## src/rtl/risc_pkg.sv

```systemverilog
// Shared opcode/ALU encodings and decode control bundle for the 16-bit RISC pipeline.
// Pure definitions: no latency, no backpressure.
package risc_pkg;

  localparam int DATA_W = 16;
  localparam int REG_AW = 3;

  localparam logic [3:0] OP_RTYPE = 4'b0000;
  localparam logic [3:0] OP_ADDI  = 4'b0001;
  localparam logic [3:0] OP_LW    = 4'b0010;
  localparam logic [3:0] OP_SW    = 4'b0011;
  localparam logic [3:0] OP_BEQ   = 4'b0100;
  localparam logic [3:0] OP_BNE   = 4'b0101;
  localparam logic [3:0] OP_JMP   = 4'b0110;
  localparam logic [3:0] OP_NOP   = 4'b1111;

  // R-type alu_op is {1'b0, funct}, so these double as the funct codes.
  localparam logic [3:0] ALU_ADD = 4'b0000;
  localparam logic [3:0] ALU_SUB = 4'b0001;
  localparam logic [3:0] ALU_AND = 4'b0010;
  localparam logic [3:0] ALU_OR  = 4'b0011;
  localparam logic [3:0] ALU_XOR = 4'b0100;
  localparam logic [3:0] ALU_SLL = 4'b0101;
  localparam logic [3:0] ALU_SRL = 4'b0110;
  localparam logic [3:0] ALU_SLT = 4'b0111;

  typedef struct packed {
    logic reg_write;
    logic mem_read;
    logic mem_write;
    logic mem_to_reg;
    logic alu_src;
    logic branch_eq;
    logic branch_ne;
    logic jump;
  } ctrl_t;

endpackage

```

## src/rtl/reg_file.sv

```systemverilog
// 8x16 register file, 1 write / 2 read, r0 reads zero; reads are combinational with write-through bypass.
// Writes land on the clock edge; never stalls, no backpressure.
module reg_file #(
  parameter int DATA_W = 16,
  parameter int NREGS  = 8,
  parameter int AW     = 3
) (
  input  logic              clk,
  input  logic              rst,
  input  logic              we,
  input  logic [AW-1:0]     waddr,
  input  logic [DATA_W-1:0] wdata,
  input  logic [AW-1:0]     raddr_a,
  input  logic [AW-1:0]     raddr_b,
  output logic [DATA_W-1:0] rdata_a,
  output logic [DATA_W-1:0] rdata_b
);

  logic [DATA_W-1:0] mem [NREGS];

  always_ff @(posedge clk) begin
    if (rst) begin
      for (int i = 0; i < NREGS; i++) mem[i] <= '0;
    end else if (we && (waddr != '0)) begin
      mem[waddr] <= wdata;
    end
  end

  always_comb begin
    rdata_a = '0;
    rdata_b = '0;
    if (raddr_a != '0) rdata_a = (we && (waddr == raddr_a)) ? wdata : mem[raddr_a];
    if (raddr_b != '0) rdata_b = (we && (waddr == raddr_b)) ? wdata : mem[raddr_b];
  end

endmodule

```

## src/rtl/instr_decode.sv

```systemverilog
// Decode stage: splits the fetched instruction into fields/controls, reads operands, registers the ID/EX bundle.
// One-cycle latency; stall freezes the bundle, flush/fetch-miss/illegal opcode insert a bubble.
module instr_decode #(
  parameter int DATA_W = risc_pkg::DATA_W,
  parameter int NREGS  = 8
) (
  input  logic                        clk,
  input  logic                        rst,
  input  logic [DATA_W-1:0]           instr_fetch_out,
  input  logic                        hit_fetch_out,
  input  logic                        PC_src,
  input  logic                        stall,
  input  logic                        wb_we,
  input  logic [risc_pkg::REG_AW-1:0] wb_addr,
  input  logic [DATA_W-1:0]           wb_data,
  output logic                        id_valid,
  output logic [DATA_W-1:0]           id_rs_val,
  output logic [DATA_W-1:0]           id_rt_val,
  output logic [risc_pkg::REG_AW-1:0] id_rd,
  output logic [risc_pkg::REG_AW-1:0] id_rs,
  output logic [risc_pkg::REG_AW-1:0] id_rt,
  output logic [DATA_W-1:0]           id_imm,
  output logic [3:0]                  id_alu_op,
  output logic                        id_reg_write,
  output logic                        id_mem_read,
  output logic                        id_mem_write,
  output logic                        id_mem_to_reg,
  output logic                        id_alu_src,
  output logic                        id_branch_eq,
  output logic                        id_branch_ne,
  output logic                        id_jump,
  output logic                        id_illegal
);
  import risc_pkg::*;

  typedef struct packed {
    logic                valid;
    logic                illegal;
    logic [DATA_W-1:0]   rs_val;
    logic [DATA_W-1:0]   rt_val;
    logic [REG_AW-1:0]   rd;
    logic [REG_AW-1:0]   rs;
    logic [REG_AW-1:0]   rt;
    logic [DATA_W-1:0]   imm;
    logic [3:0]          alu_op;
    ctrl_t               ctrl;
  } idex_t;

  logic [3:0]        op;
  logic [REG_AW-1:0] rs_idx;
  logic [REG_AW-1:0] rt_idx;
  logic [DATA_W-1:0] rs_val;
  logic [DATA_W-1:0] rt_val;
  logic              dec_illegal;
  idex_t             d;
  idex_t             q;

  assign op     = instr_fetch_out[15:12];
  assign rs_idx = instr_fetch_out[8:6];

  reg_file #(.DATA_W(DATA_W), .NREGS(NREGS), .AW(REG_AW)) u_reg_file (
    .clk     (clk),
    .rst     (rst),
    .we      (wb_we),
    .waddr   (wb_addr),
    .wdata   (wb_data),
    .raddr_a (rs_idx),
    .raddr_b (rt_idx),
    .rdata_a (rs_val),
    .rdata_b (rt_val)
  );

  // I-type second source sits in [11:9] (store data / branch compare), R-type in [5:3].
  always_comb begin
    rt_idx      = instr_fetch_out[11:9];
    dec_illegal = 1'b0;
    d           = '0;
    d.valid     = 1'b1;
    d.rd        = instr_fetch_out[11:9];
    d.rs        = rs_idx;
    d.imm       = {{(DATA_W-6){instr_fetch_out[5]}}, instr_fetch_out[5:0]};
    d.alu_op    = ALU_ADD;
    case (op)
      OP_RTYPE: begin
        rt_idx           = instr_fetch_out[5:3];
        d.imm            = '0;
        d.alu_op         = {1'b0, instr_fetch_out[2:0]};
        d.ctrl.reg_write = 1'b1;
      end
      OP_ADDI: begin
        d.ctrl.reg_write = 1'b1;
        d.ctrl.alu_src   = 1'b1;
      end
      OP_LW: begin
        d.ctrl.reg_write  = 1'b1;
        d.ctrl.mem_read   = 1'b1;
        d.ctrl.mem_to_reg = 1'b1;
        d.ctrl.alu_src    = 1'b1;
      end
      OP_SW: begin
        d.ctrl.mem_write = 1'b1;
        d.ctrl.alu_src   = 1'b1;
      end
      OP_BEQ: begin
        d.alu_op         = ALU_SUB;
        d.ctrl.branch_eq = 1'b1;
      end
      OP_BNE: begin
        d.alu_op         = ALU_SUB;
        d.ctrl.branch_ne = 1'b1;
      end
      OP_JMP: begin
        d.imm       = {{(DATA_W-12){instr_fetch_out[11]}}, instr_fetch_out[11:0]};
        d.ctrl.jump = 1'b1;
      end
      OP_NOP:  ;
      default: dec_illegal = 1'b1;
    endcase
    d.rt     = rt_idx;
    d.rs_val = rs_val;
    d.rt_val = rt_val;
  end

  always_ff @(posedge clk) begin
    if (rst) begin
      q <= '0;
    end else if (PC_src) begin
      q <= '0;
    end else if (stall) begin
      q <= q;
    end else if (!hit_fetch_out) begin
      q <= '0;
    end else if (dec_illegal) begin
      q         <= '0;
      q.illegal <= 1'b1;
    end else begin
      q <= d;
    end
  end

  assign id_valid      = q.valid;
  assign id_illegal    = q.illegal;
  assign id_rs_val     = q.rs_val;
  assign id_rt_val     = q.rt_val;
  assign id_rd         = q.rd;
  assign id_rs         = q.rs;
  assign id_rt         = q.rt;
  assign id_imm        = q.imm;
  assign id_alu_op     = q.alu_op;
  assign id_reg_write  = q.ctrl.reg_write;
  assign id_mem_read   = q.ctrl.mem_read;
  assign id_mem_write  = q.ctrl.mem_write;
  assign id_mem_to_reg = q.ctrl.mem_to_reg;
  assign id_alu_src    = q.ctrl.alu_src;
  assign id_branch_eq  = q.ctrl.branch_eq;
  assign id_branch_ne  = q.ctrl.branch_ne;
  assign id_jump       = q.ctrl.jump;

endmodule

```

## config.mk

```make
export PLATFORM = sky130hd
export DESIGN_NAME = instr_decode
export DESIGN_NICKNAME = d
export VERILOG_FILES = /design/src/rtl/risc_pkg.sv /design/src/rtl/reg_file.sv /design/src/rtl/instr_decode.sv
export SDC_FILE = /design/constraint.sdc
export NUM_CORES = 1
export LEC_CHECK = 0
export BUFFER_PORTS_ARGS = -buffer_cell sky130_fd_sc_hd__buf_2
export CAP_MARGIN = 20
export CORE_AREA = 2 2 154 126
export DETAILED_ROUTE_END_ITERATION = 12
export DIE_AREA = 0 0 156 128
export PLACE_DENSITY = 0.84
export SETUP_SLACK_MARGIN = 0.3
export SYNTH_ARGS = -nofsm -noshare
export SYNTH_HDL_FRONTEND = slang
export SYNTH_SLANG_ARGS = --single-unit
```

## constraint.sdc

```tcl
create_clock -name clk -period 5 [get_ports clk]
set_input_delay 0.25 -clock clk [delete_from_list [all_inputs] [get_ports clk]]
set_output_delay 0.25 -clock clk [all_outputs]
set_load 0.05 [all_outputs]
```

* Word-level counts from Yosys, hierarchy flattened
Memories as Yosys holds them, arrays and structs flattened. Cells that the tools add are included. Widths: inputs -> output; s select.
Cells by class: muxes and demuxes 24, equal/unequal tests 9, reduce and logical (&&, ||, !) cells 13
Operators with widths (number):
- $mux 71 | 2
- $mux 16 | 5
- $pmux 16 s2 | 1
- $reduce_or 16->1 | 1
- $mux 1 | 13
- $eq 4x3->1 const B | 3
- $reduce_bool 3->1 | 3
- $eq 4x2->1 const B | 2
- $reduce_or 8->1 | 1
- $eq 3x3->1 | 2
- $mux 3 | 2
- $pmux 3 s2 | 1
- $reduce_or 3->1 | 2
- $eq 4x1->1 const B | 1
- $eq 4x4->1 const B | 1
- $logic_not 4->1 | 1
- $reduce_or 2->1 | 2
- $logic_and 1x1->1 | 3
Storage, ports and cells: bits in writable memories 128, memories 1, register bits 71
Memories:
- u_reg_file.mem | depth 8, width 16, rd ports 2, clocked after memory_dff 0, wr ports 8, RTL line reg_file.sv:19 | logic [DATA_W-1:0] mem [NREGS];

* Depth between registers and ports, before layout
depth after elaboration 8, mapped depth 9, gate-level depth less buffers 6

* Modules after synthesis
From an unflattened synthesis, not the netlist that was laid out.
Unflattened totals: cells, all modules 818, area total of the unflattened synthesis 9650.5 sq um
Modules (own cells, without submodules):
- reg_file | seq. area each 3843.7 sq um, area an instance 7113.1 sq um, cells an instance 538, instances 1
- instr_decode | seq. area each 1301.2 sq um, area an instance 2537.4 sq um, cells an instance 280, instances 1

* Worst setup path after synthesis
OpenSTA, ideal clock, no wires.
path kind input-to-reg, start input instr_fetch_out[13], end register q, in the netlist id_rt_val[10], data required time 4.878 ns, path buffers 3, arrival 2.482 ns, path slack 2.396 ns, stages on the path 9, cell sequence buf_4 -> nor4_4 -> mux2i_1 -> buf_2 -> buf_2 -> mux2_1 -> o22ai_1 -> nor3_1 -> a221o_1
On the way: cells in the longest elaborated chain, start to end 8
Ends and longest elaborated chain:
- start: declaration | RTL line instr_decode.sv:9 | input logic [DATA_W-1:0] instr_fetch_out,
- branches (longest 6 deep; another with $mem_v2 8x16)
- $mux 71 * | RTL line instr_decode.sv:133 | end else if (dec_illegal) begin
- $mux 71 * | RTL line instr_decode.sv:131 | end else if (!hit_fetch_out) begin
- end signal: assignment | RTL line instr_decode.sv:130 | q <= q;
- end: declaration | RTL line instr_decode.sv:56 | idex_t q;
Mark *: on every way between the ends. A chain may end at the register's enable or synchronous reset.

* Worst setup path after layout
start input instr_fetch_out[13], end register q, in the netlist id_rt_val[0]
The elaborated chain is that of the path after synthesis.

==> results by group <==
Drt
  – Drt wl/cell: roughly 24 µm
  – Antenna Nets Post-Route: 0
  – Remaining routing DRC violations: 0
  – Initial DRC count: about 1100
  – Drt pass-1 iters: 5
  – DR vias: a little over 7000
  – DR vias/cell: between 6 and 7
  – Final WL: about 27000 µm

Global routing
  – Initial antenna violation count: 1
  – Number of global-route vias before repair: roughly 7100
  – Remaining Overflow, GRT: 0
  – Largest net degree at the start of global routing: 50
  – First-pass GRT wire length: around 40000 µm
  – Total GRT Usage: 0.277

Power
  – VDD IR-drop max: between 0.15 and 0.2 mV
  – Power density cells: 332 mW/mm²
  – Leakage: roughly 4.3 nW

Worst setup path
  – Critical path type: in -> reg
  – Max stage delay cell, worst path: o31ai_4
  – CP cell instances: buf_2 -> nor4_4 -> mux2_2 -> xor2_1 -> o31ai_4 -> nor3_1 -> a221o_1
  – CP Max Fanout: 16
  – Crit path arrival time: 3.11 ns
  – Worst Path Buf+Inv: 1
  – Cell count of the worst reg-to-reg path: 5
  – Critical Path Sink Type: register
  – Crit path max-delay family: compound AO/OA/AOI/OAI gates
  – RR Startpoint: u_reg_file.mem[1][13]$_SDFFCE_PN0P_
  – CP max stage delay: 0.88 ns
  – Startpoint types: input port
  – Critical path required time: ~5.3 ns
  – FF-to-FF End: id_rs_val[13]$_SDFFE_PP0N_
  – R2R Setup Slk: ~3.4 ns

Layout
  – Most frequent cells in the layout: edfxtp_1 (128), and2_1 (113), buf_2 (110), dfxtp_1 (65), nor2_1 (54)
  – Layout fillers: 1405
  – Area Overhead vs Synth: 14.9%
  – Sequential standard cell area: approximately 0.0051 mm²
  – # nets final: about 950
  – Share of layout cells above drive strength 1: 0.264
  – Ant. Diodes: 0
  – Max reg flops: between 100 and 150
  – Commonest non-fill, non-tap cell in the layout: edfxtp_1
  – Post-layout util: 0.599
  – Biggest register: u_reg_file.mem
  – Multi-input combinational cell area: 0.00429 mm²

Clock network
  – Post-CTS sizing: 0
  – CTS root buffer: clkbuf_16
  – Skew-Pair Late Insertion Delay: ~0.44 ns
  – H-tree depth: 4
  – Post-CTS Setup Bufs: 0
  – Longest Clk Path Bufs: 2
  – CTS tree: built
  – Sink Count: approximately 190
  – Number of CTS-inserted buffers: 17
  – Clock slew at reported path FFs: around 0.070 ns
  – Hold buffer count at CTS: 0

Hold path
  – Worst Hold End: id_alu_op[0]$_SDFFE_PP0N_
  – Hold path depth: 3
  – Worst Hold Launch: instr_fetch_out[0]
  – Min-Delay Path Class: in -> reg

Timing
  – Worst Max-Slew Pin Slew: approximately 1.1 ns
  – RSZ-0062 raised after global routing: false
  – Hold slack: between 0.07 and 0.08 ns
  – Slew Limit Fails: 0
  – Final Cycle Share: 0.559
  – Fmax: between 300 and 400 MHz
  – Rel. slew slack: 0.279
  – Skew final: between 0.01 and 0.015 ns
  – Final hold viol count: 0
  – Final Critical Period: between 2 and 3 ns
  – Final setup viols: 0
  – Fin Setup TNS: 0 ns

Yosys
  – Post-synth EDFFs: around 130
  – Synthesized area: 0.00965 mm²
  – Ys Warns: 0
  – Top FF cell, synth: edfxtp_1
  – Avg Inst Size Synth: around 12 µm²
  – Yosys reg bits: 193
  – Sequential share of the synthesized area: 0.533
  – Unique masters post-synth: 46
  – Cells after Synth: ~800
  – Synth async-reset ratio: 0

Placed design
  – Port bufs: 110
  – Placed wire-length estimate: 17000 µm
  – RePlAce Congestion: between 0.8 and 0.9

Die
  – Io pins: between 100 and 150
  – Die height: between 100 and 150 µm
  – Die footprint: 0.0200 mm²
  – Core area: between 0.015 and 0.02 mm²
  – Initial core utilization: 0.521
  – Die Wd: 156 µm
  – Cell Rows: 45

Outcome
  – Status: finished, final reports clean

Flow run
  – Max-cap violations: 0
[worst min-delay path, cell delays in order]
cell     delay [ns]
buf_2          0.11
nand3_1        0.06
a21oi_1        0.05
[area by class of cell]
| cell class | instances | share of cell area |
|---|---|---|
| sequential | 193 | 0.464 |
| multi-input combinational | 562 | 0.387 |
| timing repair buffer | 135 | 0.0676 |
| clock buffer | 21 | 0.0397 |
| tap | 235 | 0.0265 |
| clock inverter | 11 | 0.0147 |
| inverter | 3 | 0.00102 |
[how the worst max path moves through the flow]
stage / slack [ns] / start / cells after the start / to
floorplan: 2.40 / instr_fetch_out[13] / 9 / id_rt_val[10]$_SDFFE_PP0N_
finish: 2.21 / instr_fetch_out[13] / 7 / id_rt_val[0]$_SDFFE_PP0N_
global placement: 1.94 / instr_fetch_out[13] / 6 / id_rt_val[5]$_SDFFE_PP0N_
global route: 2.13 / instr_fetch_out[13] / 7 / id_rt_val[15]$_SDFFE_PP0N_
CTS: 2.19 / instr_fetch_out[13] / 6 / id_rt_val[0]$_SDFFE_PP0N_
detailed placement: 1.79 / instr_fetch_out[13] / 6 / id_rt_val[11]$_SDFFE_PP0N_
[synth_stat cells (4+ instances only)]
cell type | instances | area, µm²
buf_4 | 8 | 60.1
a221o_1 | 16 | 160
nor2_1 | 54 | 203
dfxtp_1 | 65 | 1300
nor3_1 | 19 | 95.1
o21ai_0 | 39 | 195
clkbuf_1 | 49 | 184
a21oi_1 | 23 | 115
nand2_1 | 52 | 195
edfxtp_1 | 128 | 3840
nand2b_1 | 6 | 37.5
a22oi_1 | 17 | 128
and2_1 | 113 | 707
a32oi_1 | 4 | 35.0
a31oi_1 | 6 | 37.5
buf_2 | 4 | 20.0
mux2i_1 | 50 | 500
mux4_2 | 32 | 721
buf_1 | 4 | 15.0
or2_2 | 4 | 25.0
o22ai_1 | 32 | 200
mux2_1 | 15 | 169
mux2_2 | 35 | 394
[stage by stage]
| step | area [µm²] | power [W] | cells | setup slack (ns) |
|---|---|---|---|---|
| 2_1_floorplan | 9710 | 0.00214 | 825 | 2.40 |
| 3_3_place_gp | 10400 | 0.00227 | 1124 | 1.94 |
| 3_5_place_dp | 10500 | 0.00229 | 1126 | 1.79 |
| 4_1_cts | 11100 | 0.00368 | 1158 | 2.19 |
| 5_1_grt | 11100 | 0.00379 | 1160 | 2.13 |
| 6_report | 11100 | 0.00368 | 1160 | 2.21 |
[where the power goes]
group / internal [W] / leakage, nW / switching, W / total (W)
logic: 0.000173 / 2.26 / 0.000270 / 0.000443
clock network: 0.000833 / 0.288 / 0.000581 / 0.00141
registers: 0.00178 / 1.75 / 0.0000458 / 0.00182
[layer usage]
layer	track usage	wire length, µm	vias up
li1	-	-	3200
met1	0.357	10600	3525
met3	0.0707	3030	80
met2	0.459	12800	465
met4	0.0977	882	2
met5	0	13	-
[cells by family after synthesis]
group / synth area share
AO/OA/AOI/OAI: 0.0976
XOR/XNOR: 0.00544
buffers and inverters: 0.0324
flip-flops: 0.533
multiplexers: 0.186
other: 0.000388
AND/OR/NAND/NOR: 0.145
No activity file was read; power rests on OpenSTA's default activity.
